===== src/rtl/picorv32_mem_arbiter_if.sv =====
// Bus bundle for the two-master PicoRV32 memory arbiter: two native master
// ports plus the shared downstream port.
interface picorv32_mem_arbiter_if;
    logic        m0_valid;
    logic        m0_instr;
    logic [31:0] m0_addr;
    logic [31:0] m0_wdata;
    logic [3:0]  m0_wstrb;
    logic        m0_ready;
    logic [31:0] m0_rdata;

    logic        m1_valid;
    logic        m1_instr;
    logic [31:0] m1_addr;
    logic [31:0] m1_wdata;
    logic [3:0]  m1_wstrb;
    logic        m1_ready;
    logic [31:0] m1_rdata;

    logic        s_valid;
    logic        s_instr;
    logic [31:0] s_addr;
    logic [31:0] s_wdata;
    logic [3:0]  s_wstrb;
    logic        s_ready;
    logic [31:0] s_rdata;

    // Arbiter side
    modport slave (
        input  m0_valid, m0_instr, m0_addr, m0_wdata, m0_wstrb,
        output m0_ready, m0_rdata,
        input  m1_valid, m1_instr, m1_addr, m1_wdata, m1_wstrb,
        output m1_ready, m1_rdata,
        output s_valid, s_instr, s_addr, s_wdata, s_wstrb,
        input  s_ready, s_rdata
    );

    // Environment side: the two CPUs and the memory
    modport master (
        output m0_valid, m0_instr, m0_addr, m0_wdata, m0_wstrb,
        input  m0_ready, m0_rdata,
        output m1_valid, m1_instr, m1_addr, m1_wdata, m1_wstrb,
        input  m1_ready, m1_rdata,
        input  s_valid, s_instr, s_addr, s_wdata, s_wstrb,
        output s_ready, s_rdata
    );
endinterface


===== src/rtl/picorv32_mem_arbiter.sv =====
// Two-master arbiter for the PicoRV32 native memory interface: round-robin or
// fixed priority, one IDLE cycle between transactions, optional timeout abort.
module picorv32_mem_arbiter #(
    parameter int unsigned TIMEOUT_CYCLES = 1024,
    parameter bit          FIXED_PRIO     = 1'b0,
    parameter logic [31:0] ERR_RDATA      = 32'hDEAD_BEEF
) (
    input  logic                         clk,
    input  logic                         resetn,
    picorv32_mem_arbiter_if.slave        bus,
    output logic                         grant_id,
    output logic                         busy,
    output logic                         timeout_err
);
    localparam int unsigned   CW       = (TIMEOUT_CYCLES > 1) ? $clog2(TIMEOUT_CYCLES + 1) : 1;
    localparam logic [CW-1:0] CNT_LAST = (TIMEOUT_CYCLES > 0) ? CW'(TIMEOUT_CYCLES - 1) : '0;
    localparam bit            TO_EN    = (TIMEOUT_CYCLES != 0);

    typedef enum logic [1:0] {IDLE, GRANT0, GRANT1} state_e;

    state_e        state_q, state_d;
    logic          last_grant_q, last_grant_d;
    logic [CW-1:0] cnt_q, cnt_d;

    logic g_sel;
    logic g_valid;
    logic done;
    logic abort;
    logic pick;

    always_ff @(posedge clk or negedge resetn) begin
        if (!resetn) begin
            state_q      <= IDLE;
            last_grant_q <= 1'b1;
            cnt_q        <= '0;
        end else begin
            state_q      <= state_d;
            last_grant_q <= last_grant_d;
            cnt_q        <= cnt_d;
        end
    end

    always_comb begin
        state_d      = state_q;
        last_grant_d = last_grant_q;
        cnt_d        = cnt_q;
        g_sel        = (state_q == GRANT1);
        g_valid      = g_sel ? bus.m1_valid : bus.m0_valid;
        done         = 1'b0;
        abort        = 1'b0;
        pick         = 1'b0;
        case (state_q)
            IDLE: begin
                cnt_d = '0;
                if (bus.m0_valid && bus.m1_valid) begin
                    pick = FIXED_PRIO ? 1'b0 : ~last_grant_q;
                end else begin
                    pick = bus.m1_valid;
                end
                if (bus.m0_valid || bus.m1_valid) begin
                    state_d      = pick ? GRANT1 : GRANT0;
                    last_grant_d = pick;
                end
            end
            GRANT0, GRANT1: begin
                // A master dropping valid is abandoned silently; s_ready beats timeout.
                if (!g_valid) begin
                    state_d = IDLE;
                end else if (bus.s_ready) begin
                    done    = 1'b1;
                    state_d = IDLE;
                end else if (TO_EN && (cnt_q == CNT_LAST)) begin
                    abort   = 1'b1;
                    state_d = IDLE;
                end else if (cnt_q != '1) begin
                    cnt_d = cnt_q + 1'b1;
                end
            end
            default: state_d = IDLE;
        endcase
    end

    assign bus.s_valid  = (state_q != IDLE) && g_valid && !abort;
    assign bus.s_instr  = g_sel ? bus.m1_instr : bus.m0_instr;
    assign bus.s_addr   = g_sel ? bus.m1_addr  : bus.m0_addr;
    assign bus.s_wdata  = g_sel ? bus.m1_wdata : bus.m0_wdata;
    assign bus.s_wstrb  = (state_q == IDLE) ? 4'b0000 : (g_sel ? bus.m1_wstrb : bus.m0_wstrb);

    assign bus.m0_ready = (state_q == GRANT0) && (done || abort);
    assign bus.m1_ready = (state_q == GRANT1) && (done || abort);
    assign bus.m0_rdata = ((state_q == GRANT0) && abort) ? ERR_RDATA : bus.s_rdata;
    assign bus.m1_rdata = ((state_q == GRANT1) && abort) ? ERR_RDATA : bus.s_rdata;

    assign timeout_err  = abort;
    assign busy         = (state_q != IDLE);
    assign grant_id     = last_grant_q;
endmodule

===== src/flat_wrapper.sv =====
// flat-port wrapper written by rule: the top's interface ports become plain ports
module picorv32_mem_arbiter_flat 
#(
    parameter int unsigned TIMEOUT_CYCLES = 1024,
    parameter bit          FIXED_PRIO     = 1'b0,
    parameter logic [31:0] ERR_RDATA      = 32'hDEAD_BEEF
)
  (clk, resetn, grant_id, busy, timeout_err, bus_m0_valid, bus_m0_instr, bus_m0_addr, bus_m0_wdata, bus_m0_wstrb, bus_m0_ready, bus_m0_rdata, bus_m1_valid, bus_m1_instr, bus_m1_addr, bus_m1_wdata, bus_m1_wstrb, bus_m1_ready, bus_m1_rdata, bus_s_valid, bus_s_instr, bus_s_addr, bus_s_wdata, bus_s_wstrb, bus_s_ready, bus_s_rdata);
  picorv32_mem_arbiter_if bus_i ();
  input  logic clk;
  input  logic resetn;
  output logic grant_id;
  output logic busy;
  output logic timeout_err;
  input wire logic [$bits(bus_i.m0_valid)-1:0] bus_m0_valid;
  input wire logic [$bits(bus_i.m0_instr)-1:0] bus_m0_instr;
  input wire logic [$bits(bus_i.m0_addr)-1:0] bus_m0_addr;
  input wire logic [$bits(bus_i.m0_wdata)-1:0] bus_m0_wdata;
  input wire logic [$bits(bus_i.m0_wstrb)-1:0] bus_m0_wstrb;
  output wire logic [$bits(bus_i.m0_ready)-1:0] bus_m0_ready;
  output wire logic [$bits(bus_i.m0_rdata)-1:0] bus_m0_rdata;
  input wire logic [$bits(bus_i.m1_valid)-1:0] bus_m1_valid;
  input wire logic [$bits(bus_i.m1_instr)-1:0] bus_m1_instr;
  input wire logic [$bits(bus_i.m1_addr)-1:0] bus_m1_addr;
  input wire logic [$bits(bus_i.m1_wdata)-1:0] bus_m1_wdata;
  input wire logic [$bits(bus_i.m1_wstrb)-1:0] bus_m1_wstrb;
  output wire logic [$bits(bus_i.m1_ready)-1:0] bus_m1_ready;
  output wire logic [$bits(bus_i.m1_rdata)-1:0] bus_m1_rdata;
  output wire logic [$bits(bus_i.s_valid)-1:0] bus_s_valid;
  output wire logic [$bits(bus_i.s_instr)-1:0] bus_s_instr;
  output wire logic [$bits(bus_i.s_addr)-1:0] bus_s_addr;
  output wire logic [$bits(bus_i.s_wdata)-1:0] bus_s_wdata;
  output wire logic [$bits(bus_i.s_wstrb)-1:0] bus_s_wstrb;
  input wire logic [$bits(bus_i.s_ready)-1:0] bus_s_ready;
  input wire logic [$bits(bus_i.s_rdata)-1:0] bus_s_rdata;
  assign bus_i.m0_valid = bus_m0_valid;
  assign bus_i.m0_instr = bus_m0_instr;
  assign bus_i.m0_addr = bus_m0_addr;
  assign bus_i.m0_wdata = bus_m0_wdata;
  assign bus_i.m0_wstrb = bus_m0_wstrb;
  assign bus_m0_ready = bus_i.m0_ready;
  assign bus_m0_rdata = bus_i.m0_rdata;
  assign bus_i.m1_valid = bus_m1_valid;
  assign bus_i.m1_instr = bus_m1_instr;
  assign bus_i.m1_addr = bus_m1_addr;
  assign bus_i.m1_wdata = bus_m1_wdata;
  assign bus_i.m1_wstrb = bus_m1_wstrb;
  assign bus_m1_ready = bus_i.m1_ready;
  assign bus_m1_rdata = bus_i.m1_rdata;
  assign bus_s_valid = bus_i.s_valid;
  assign bus_s_instr = bus_i.s_instr;
  assign bus_s_addr = bus_i.s_addr;
  assign bus_s_wdata = bus_i.s_wdata;
  assign bus_s_wstrb = bus_i.s_wstrb;
  assign bus_i.s_ready = bus_s_ready;
  assign bus_i.s_rdata = bus_s_rdata;
  picorv32_mem_arbiter #(.TIMEOUT_CYCLES(TIMEOUT_CYCLES), .FIXED_PRIO(FIXED_PRIO), .ERR_RDATA(ERR_RDATA)) u_core (.clk(clk), .resetn(resetn), .bus(bus_i), .grant_id(grant_id), .busy(busy), .timeout_err(timeout_err));
endmodule

===== config.mk =====
export PLATFORM = sky130hd
export DESIGN_NAME = picorv32_mem_arbiter_flat
export DESIGN_NICKNAME = d
export VERILOG_FILES = /design/src/rtl/picorv32_mem_arbiter_if.sv /design/src/rtl/picorv32_mem_arbiter.sv /design/src/flat_wrapper.sv
export SDC_FILE = /design/constraint.sdc
export NUM_CORES = 1
export LEC_CHECK = 0
export ABC_AREA = 1
export BUFFER_PORTS_ARGS = -buffer_cell sky130_fd_sc_hd__buf_2
export CAP_MARGIN = 20
export CORE_AREA = 2 2 122 124
export CTS_BUF_LIST = sky130_fd_sc_hd__clkbuf_8
export CTS_CLUSTER_SIZE = 8
export DETAILED_ROUTE_END_ITERATION = 8
export DIE_AREA = 0 0 124 126
export PLACE_DENSITY = 0.54
export SYNTH_ARGS = -nofsm -noshare
export SYNTH_HDL_FRONTEND = slang
export SYNTH_SLANG_ARGS = --single-unit

===== constraint.sdc =====
create_clock -name clk -period 4.7 [get_ports clk]
set_input_delay 0.47 -clock clk [delete_from_list [all_inputs] [get_ports clk]]
set_output_delay 0.47 -clock clk [all_outputs]
set_load 0.01 [all_outputs]

==> flow_metrics.env, run 1 <==
export IMPL_grt_ovfl_total=0
export IMPL_final_nets=951
export IMPL_worstSetupPathType="flop to output pin"
export IMPL_worstSkewPairLatency_ns=0.26
export IMPL_worstPathArrival_ns=2.64
export IMPL_ir_worst_vdd_mv=0.169
export IMPL_synth_top_area_share_pct=48.5
export IMPL_tns_ns=0
export IMPL_crit_path_start_kind="flop"
export IMPL_p_per_area_mw_per_mm2=328
export IMPL_grtUsageTotal_pct=12.8
export IMPL_cts_buffers=3
export IMPL_setup_viol=0
export IMPL_yosysMostFrequentCell="nand2_1"
export IMPL_root_buffer="clkbuf_8"
export IMPL_cts_tree="yes"
export IMPL_drv_slew=0
export IMPL_io_buffer_count=313
export IMPL_clock_path_buffers=2
export IMPL_hold_buffers=0
export IMPL_cp_end_kind="output pin"
export IMPL_start_util_pct=15.9
export IMPL_wire_per_inst_um=11.6
export IMPL_grt_max_degree=72
export IMPL_clock_fmax_mhz=321
export IMPL_coreArea_mm2=0.0143
export IMPL_power_switching_mw=0.746
export IMPL_grt_first_pass_wirelength_um=16000
export IMPL_area_delta_synth_final_pct=76.9
export IMPL_diodes=0
export IMPL_period_share_pct=66.3
export IMPL_crit_slowest_cell="buf_4"
export IMPL_cts_max_level=1
export IMPL_dr_pass1_iters=4
export IMPL_tightest_slew_ns=0.974
export IMPL_p_int_mw=0.579
export IMPL_ys_async_sr_fraction_pct=100
export IMPL_ys_types=27
export IMPL_cts_sinks=14
export IMPL_routed_via_density=3.95
export IMPL_grt_use_met2_pct=24.1
export IMPL_io_pins=314
export IMPL_gp_congestion=0.794
export IMPL_post_synth_top_area_cell="nand2_1"
export IMPL_crit_path_max_incr_delay_ns=0.55
export IMPL_antenna_left=0
export IMPL_grt_pass1_vias=3280
export IMPL_synth_common_cells="nand2_1 (295), inv_1 (49), nor2_1 (41)"
export IMPL_p_seq_share_pct=12.1
export IMPL_status="finished clean"
export IMPL_period_needed_ns=3.11
export IMPL_yosysSeqAreaShare_pct=15.4
export IMPL_num_rows=44
export IMPL_synth_edf_count=0
export IMPL_crit_buf_inv=4
export IMPL_num_vias=3774
export IMPL_syn_inst=473
export IMPL_ys_warn_count=0
export IMPL_drc_errors=0
export IMPL_avgSynthCellArea_um2=4.82
export IMPL_post_cts_buffers=0
export IMPL_post_cts_resized=0
export IMPL_clk_transition_reported_paths_ns=0.06
export IMPL_grt_util_met3_pct=2.04
export IMPL_drt_wl_total_um=11100
export IMPL_syn_num_nets=652
export IMPL_yosys_top_cells_area="nand2_1 (49%), dfrtp_1 (14%), inv_1 (8.1%)"
export IMPL_relSlewSlack_pct=35.1
export IMPL_drtIter0Drc=113
export IMPL_final_util_pct=28.2
export IMPL_cp_max_fo=71
export IMPL_p_leak_nw=2.85
export IMPL_synth_seq_cells=14
export IMPL_cp_top_family="buffers and inverters"
export IMPL_layout_drive_gt1_share_pct=43.6
export IMPL_crit_path_cell_trace="inv_1 > ha_2 > buf_4 > nand2_1 > o21ai_2 > nand2_2 > nor2_4 > nand2_4 > nor2_8 > inv_4 > nand2_1 > buf_2"
export IMPL_die_w_um=124
export IMPL_required_ns=4.23
export IMPL_gr_usage_met1_pct=15.4
export IMPL_hp_class="primary input to async pin"
export IMPL_max_cap_viol_count=0
export IMPL_finalHoldViolCount=0
export IMPL_hpwl_um=9230
export IMPL_crit_top_cell="nand2_1"
export IMPL_ys_flop_type="dfrtp_1"
export IMPL_grt_busiest_layer="met2"
export IMPL_die_h_um=126
export IMPL_switching_share_pct=56.3
export IMPL_die_area_mm2=0.0156
export IMPL_antenna_found_initial=0
export IMPL_fin_worst_skew_ns=0.00138
export IMPL_rsz0062_at_grt="no"
export IMPL_netlist_area_mm2=0.00228
export IMPL_power_frac_comb_pct=78.5
export IMPL_clkPwrFrac_pct=9.4
-- power groups by stage --
stage	logic (mW)	clock network [mW]	registers (mW)
after floorplan	0.601	0	0.161
after global placement	1.06	0	0.162
after detailed placement	1.05	0	0.163
after CTS	1.06	0.129	0.160
after global routing	1.17	0.136	0.165
final	1.04	0.125	0.160
-- cells by family (layout without fill, tap and decap cells) --
group / Yosys count / after routing / share of synthesized area (%)
compound gates: 12 / 12 / 3.13
fa+ha+maj: 4 / 4 / 2.19
buf+inv: 76 / 374 / 14.3
flops: 14 / 14 / 15.4
simple gates: 367 / 367 / 65.0
-- state kept, by name, indices dropped and copies added, names as in the netlist --
register / flops
u_core.grant_id: 1
u_core.state_q: 2
u_core.cnt_q: 11
-- final timing paths --
path	cells past startpoint	end	startpoint	slack [ns]
setup / recovery	12	bus_m1_rdata[27]	u_core.state_q[0]	1.59
hold / removal	1	u_core.cnt_q[10]	resetn	0.11
setup reg to reg	11	u_core.cnt_q[8]	u_core.state_q[0]	2.12
hold reg to reg	2	u_core.grant_id	u_core.grant_id	0.49
max in group asynchronous	1	u_core.grant_id	resetn	4.30
min in group clk	2	u_core.grant_id	u_core.grant_id	0.49
-- per-layer routing --
layer,share of wire [%],vias to the layer above
met5,0,-
met4,0.53,0
met3,9.1,5
met2,50,211
met1,40,1571
li1,-,1987
-- worst reg2reg max path, stage by stage, from the launching register on --
cell     delay [ns]
dfrtp_1        0.40
inv_1          0.10
ha_2           0.19
buf_4          0.55
nand2_1        0.14
o21ai_2        0.12
nand2_2        0.09
nor2_4         0.13
nand2_1        0.27
nand2_1        0.37
nand2_1        0.09
nand2_1        0.06
-- stage by stage --
| step | area (um^2) | cells | hold WS (ns) | worst slack (ns) | power [mW] |
|---|---|---|---|---|---|
| final | 4040 | 955 | 0.106 | 1.59 | 1.33 |
| after global routing | 4040 | 955 | 0.134 | 1.27 | 1.47 |
| after CTS | 4040 | 955 | 0.123 | 1.52 | 1.35 |
| after detailed placement | 3980 | 951 | 0.402 | 1.81 | 1.22 |
| after global placement | 3980 | 951 | 0.401 | 1.91 | 1.22 |
| after floorplan | 2280 | 473 | 0.174 | 2.59 | 0.762 |
-- layout by cell type, fill, tap and decap left out, drive strengths merged --
cell type,instances
o21ai,5
nor2,45
inv,54
nand3,17
nor3,4
nand3b,2
nand2,297
clkbuf,4
clkinv,1
dfstp,1
dfrtp,13
nand4,1
o21bai,3
ha,4
a21oi,4
buf,315
or2,1
-- final cells by class --
class	instances	area [um^2]
clock buffer	4	55.1
fill	1677	10300
tap	184	230
sequential	14	352
timing repair buffer	315	1580
multi-input combinational	383	1610
inverter	55	211
Note: power is estimated with default switching activity, not from simulation.
==> inputs of run 2 (changes only) <==
CORE_AREA = 2 2 120 122   (was 2 2 122 124)
DIE_AREA = 0 0 122 124   (was 0 0 124 126)
PLACE_DENSITY = 0.56   (was 0.54)
clock period = 2.9 ns   (was 4.7 ns; I/O delays follow)
==> run 2 against run 1 <==
Clock power rose by 59%; via count grew 0.72%; first-iteration DRC count increased by 55%; setup slack worse by 1.0 ns; total power grew 64%; global-route usage grew 0.75 points; final cell count rose by 0.10%; sequential power up 64%; critical path type unchanged; critical endpoint is now bus_s_wdata[21]; largest power group unchanged; highest routed layer is now met5.
==> flow_metrics.env, run 2 (synthesis gave the netlist of run 1 again) <==
export IMPL_clock_fmax_mhz=428
export IMPL_crit_path_cell_trace="inv_1 > ha_2 > buf_4 > buf_4 > nand2_1 > nand2_1 > buf_2"
export IMPL_worstSetupPathType="flop to output pin"
export IMPL_drv_slew=0
export IMPL_grt_util_met3_pct=3.07
export IMPL_cp_max_fo=58
export IMPL_finalHoldViolCount=0
export IMPL_final_area_mm2=0.00408
export IMPL_cp_top_family="buffers and inverters"
export IMPL_hpwl_um=10100
export IMPL_post_cts_resized=0
export IMPL_tns_ns=0
export IMPL_routed_via_density=3.98
export IMPL_gp_congestion=0.807
export IMPL_grt_max_degree=59
export IMPL_io_pins=314
export IMPL_crit_path_max_incr_delay_ns=0.52
export IMPL_gr_usage_met1_pct=16.0
export IMPL_clk_transition_reported_paths_ns=0.07
export IMPL_dr_pass1_iters=4
export IMPL_required_ns=2.61
export IMPL_antenna_found_initial=2
export IMPL_die_area_mm2=0.0151
export IMPL_ir_worst_vdd_mv=0.211
export IMPL_r2r_setup_slack_ns=0.95
export IMPL_cts_buffers=3
export IMPL_final_cell_mix="buf_2 (313), nand2_1 (295), inv_1 (49)"
export IMPL_hp_class="primary input to flop"
export IMPL_p_per_area_mw_per_mm2=533
export IMPL_crit_slowest_cell="buf_4"
export IMPL_io_buffer_count=313
export IMPL_fin_worst_skew_ns=0.00218
export IMPL_period_needed_ns=2.34
export IMPL_largest_register_ffs=11
export IMPL_hold_path_startpoint="bus_m0_valid"
export IMPL_drt_wl_total_um=11800
export IMPL_cts_sinks=14
export IMPL_num_rows=43
export IMPL_grt_use_met2_pct=25.6
export IMPL_rsz0062_at_grt="no"
export IMPL_p_leak_nw=2.87
export IMPL_max_cap_viol_count=0
export IMPL_period_share_pct=80.6
export IMPL_cts_max_level=1
export IMPL_final_nets=954
export IMPL_crit_path_start_kind="flop"
export IMPL_post_cts_buffers=0
export IMPL_regMostFlops="u_core.cnt_q"
export IMPL_num_vias=3801
export IMPL_die_w_um=122
export IMPL_grt_ovfl_total=0
export IMPL_relSlewSlack_pct=58.9
export IMPL_hold_buffers=1
export IMPL_worstPathArrival_ns=2.05
export IMPL_status="finished clean"
export IMPL_layout_drive_gt1_share_pct=43.7
export IMPL_worstSkewPairLatency_ns=0.25
export IMPL_crit_buf_inv=4
export IMPL_worstReg2RegEnd="u_core.cnt_q[7]"
export IMPL_min_to="u_core.state_q[0]"
export IMPL_reg2reg_depth=10
export IMPL_antenna_left=0
export IMPL_grt_busiest_layer="met2"
export IMPL_die_h_um=124
export IMPL_final_common_cell="buf_2"
export IMPL_whs_path_depth=5
export IMPL_worstReg2RegStart="u_core.state_q[0]"
export IMPL_grt_pass1_vias=3270
export IMPL_clock_path_buffers=2
export IMPL_wire_per_inst_um=12.3
export IMPL_drtIter0Drc=175
export IMPL_place_area_mm2=0.00401
export IMPL_cp_end_kind="output pin"
export IMPL_tightest_slew_ns=0.617
export IMPL_start_util_pct=16.6
export IMPL_grtUsageTotal_pct=13.5
export IMPL_setup_viol=0
export IMPL_grt_first_pass_wirelength_um=16200
export IMPL_coreArea_mm2=0.0137
export IMPL_final_util_pct=29.7
export IMPL_cp_depth=7
export IMPL_root_buffer="clkbuf_8"
export IMPL_drc_errors=0
export IMPL_cts_tree="yes"
export IMPL_area_delta_synth_final_pct=78.6
## run 2: cell count changes in the layout (fill, tap and decap cells not counted), sizes merged
| cell | delta |
|---|---|
| buf | +2 |
| diode | +2 |
| dlygate4sd3 | +1 |
## run 2: through the flow
| step | worst slack [ns] | hold slack, ns | std cells | power (mW) |
|---|---|---|---|---|
| 5_1_grt | 0.398 | 0.443 | 954 | 2.41 |
| 2_1_floorplan | 0.967 | -0.00559 | 473 | 1.24 |
| 3_5_place_dp | 0.819 | 0.214 | 949 | 2.01 |
| 3_3_place_gp | 0.831 | 0.213 | 949 | 2.01 |
| 6_report | 0.562 | 0.434 | 956 | 2.17 |
| 4_1_cts | 0.541 | 0.435 | 954 | 2.22 |
## run 2: cell type report
type	instances	area, um^2
Antenna cell	2	5.00
Clock buffer	4	55.1
Fill cell	1591	9640
Inverter	55	211
Multi-Input combinational cell	383	1610
Sequential cell	14	352
Tap cell	180	225
Timing Repair Buffer	318	1620
## run 2: how the worst max path moves through the flow
stage | from | end | slack, ns
final | u_core.state_q[0] | bus_s_wdata[21] | 0.56
after global routing | u_core.state_q[0] | bus_s_addr[31] | 0.40
after CTS | u_core.state_q[0] | bus_s_wdata[25] | 0.54
after detailed placement | u_core.state_q[0] | bus_s_wdata[25] | 0.82
after global placement | u_core.state_q[0] | bus_s_wdata[20] | 0.83
after floorplan | u_core.state_q[0] | bus_m0_rdata[10] | 0.97
## run 2: metal layers
| metal | part of all wire (%) | wire length, um | vias up |
|---|---|---|---|
| li1 | - | - | 1993 |
| met2 | 51 | 6070 | 210 |
| met3 | 10 | 1200 | 6 |
| met4 | 0.42 | 49 | 2 |
| met1 | 38 | 4470 | 1590 |
| met5 | 0.11 | 13 | - |
## run 2: tightest hold or removal path, delay by kind of cell
kind                   cells  cell delay [ns]
AO/OA/AOI/OAI              1             0.06
AND/OR/NAND/NOR            2             0.14
buffers and inverters      2             0.16
## run 2: power by group
group / leakage [nW] / total, mW / internal, mW / switching, mW
clock network: 0.0288 / 0.199 / 0.120 / 0.0786
registers: 0.189 / 0.263 / 0.233 / 0.0300
logic: 2.65 / 1.71 / 0.615 / 1.10
total: 2.87 / 2.17 / 0.969 / 1.21
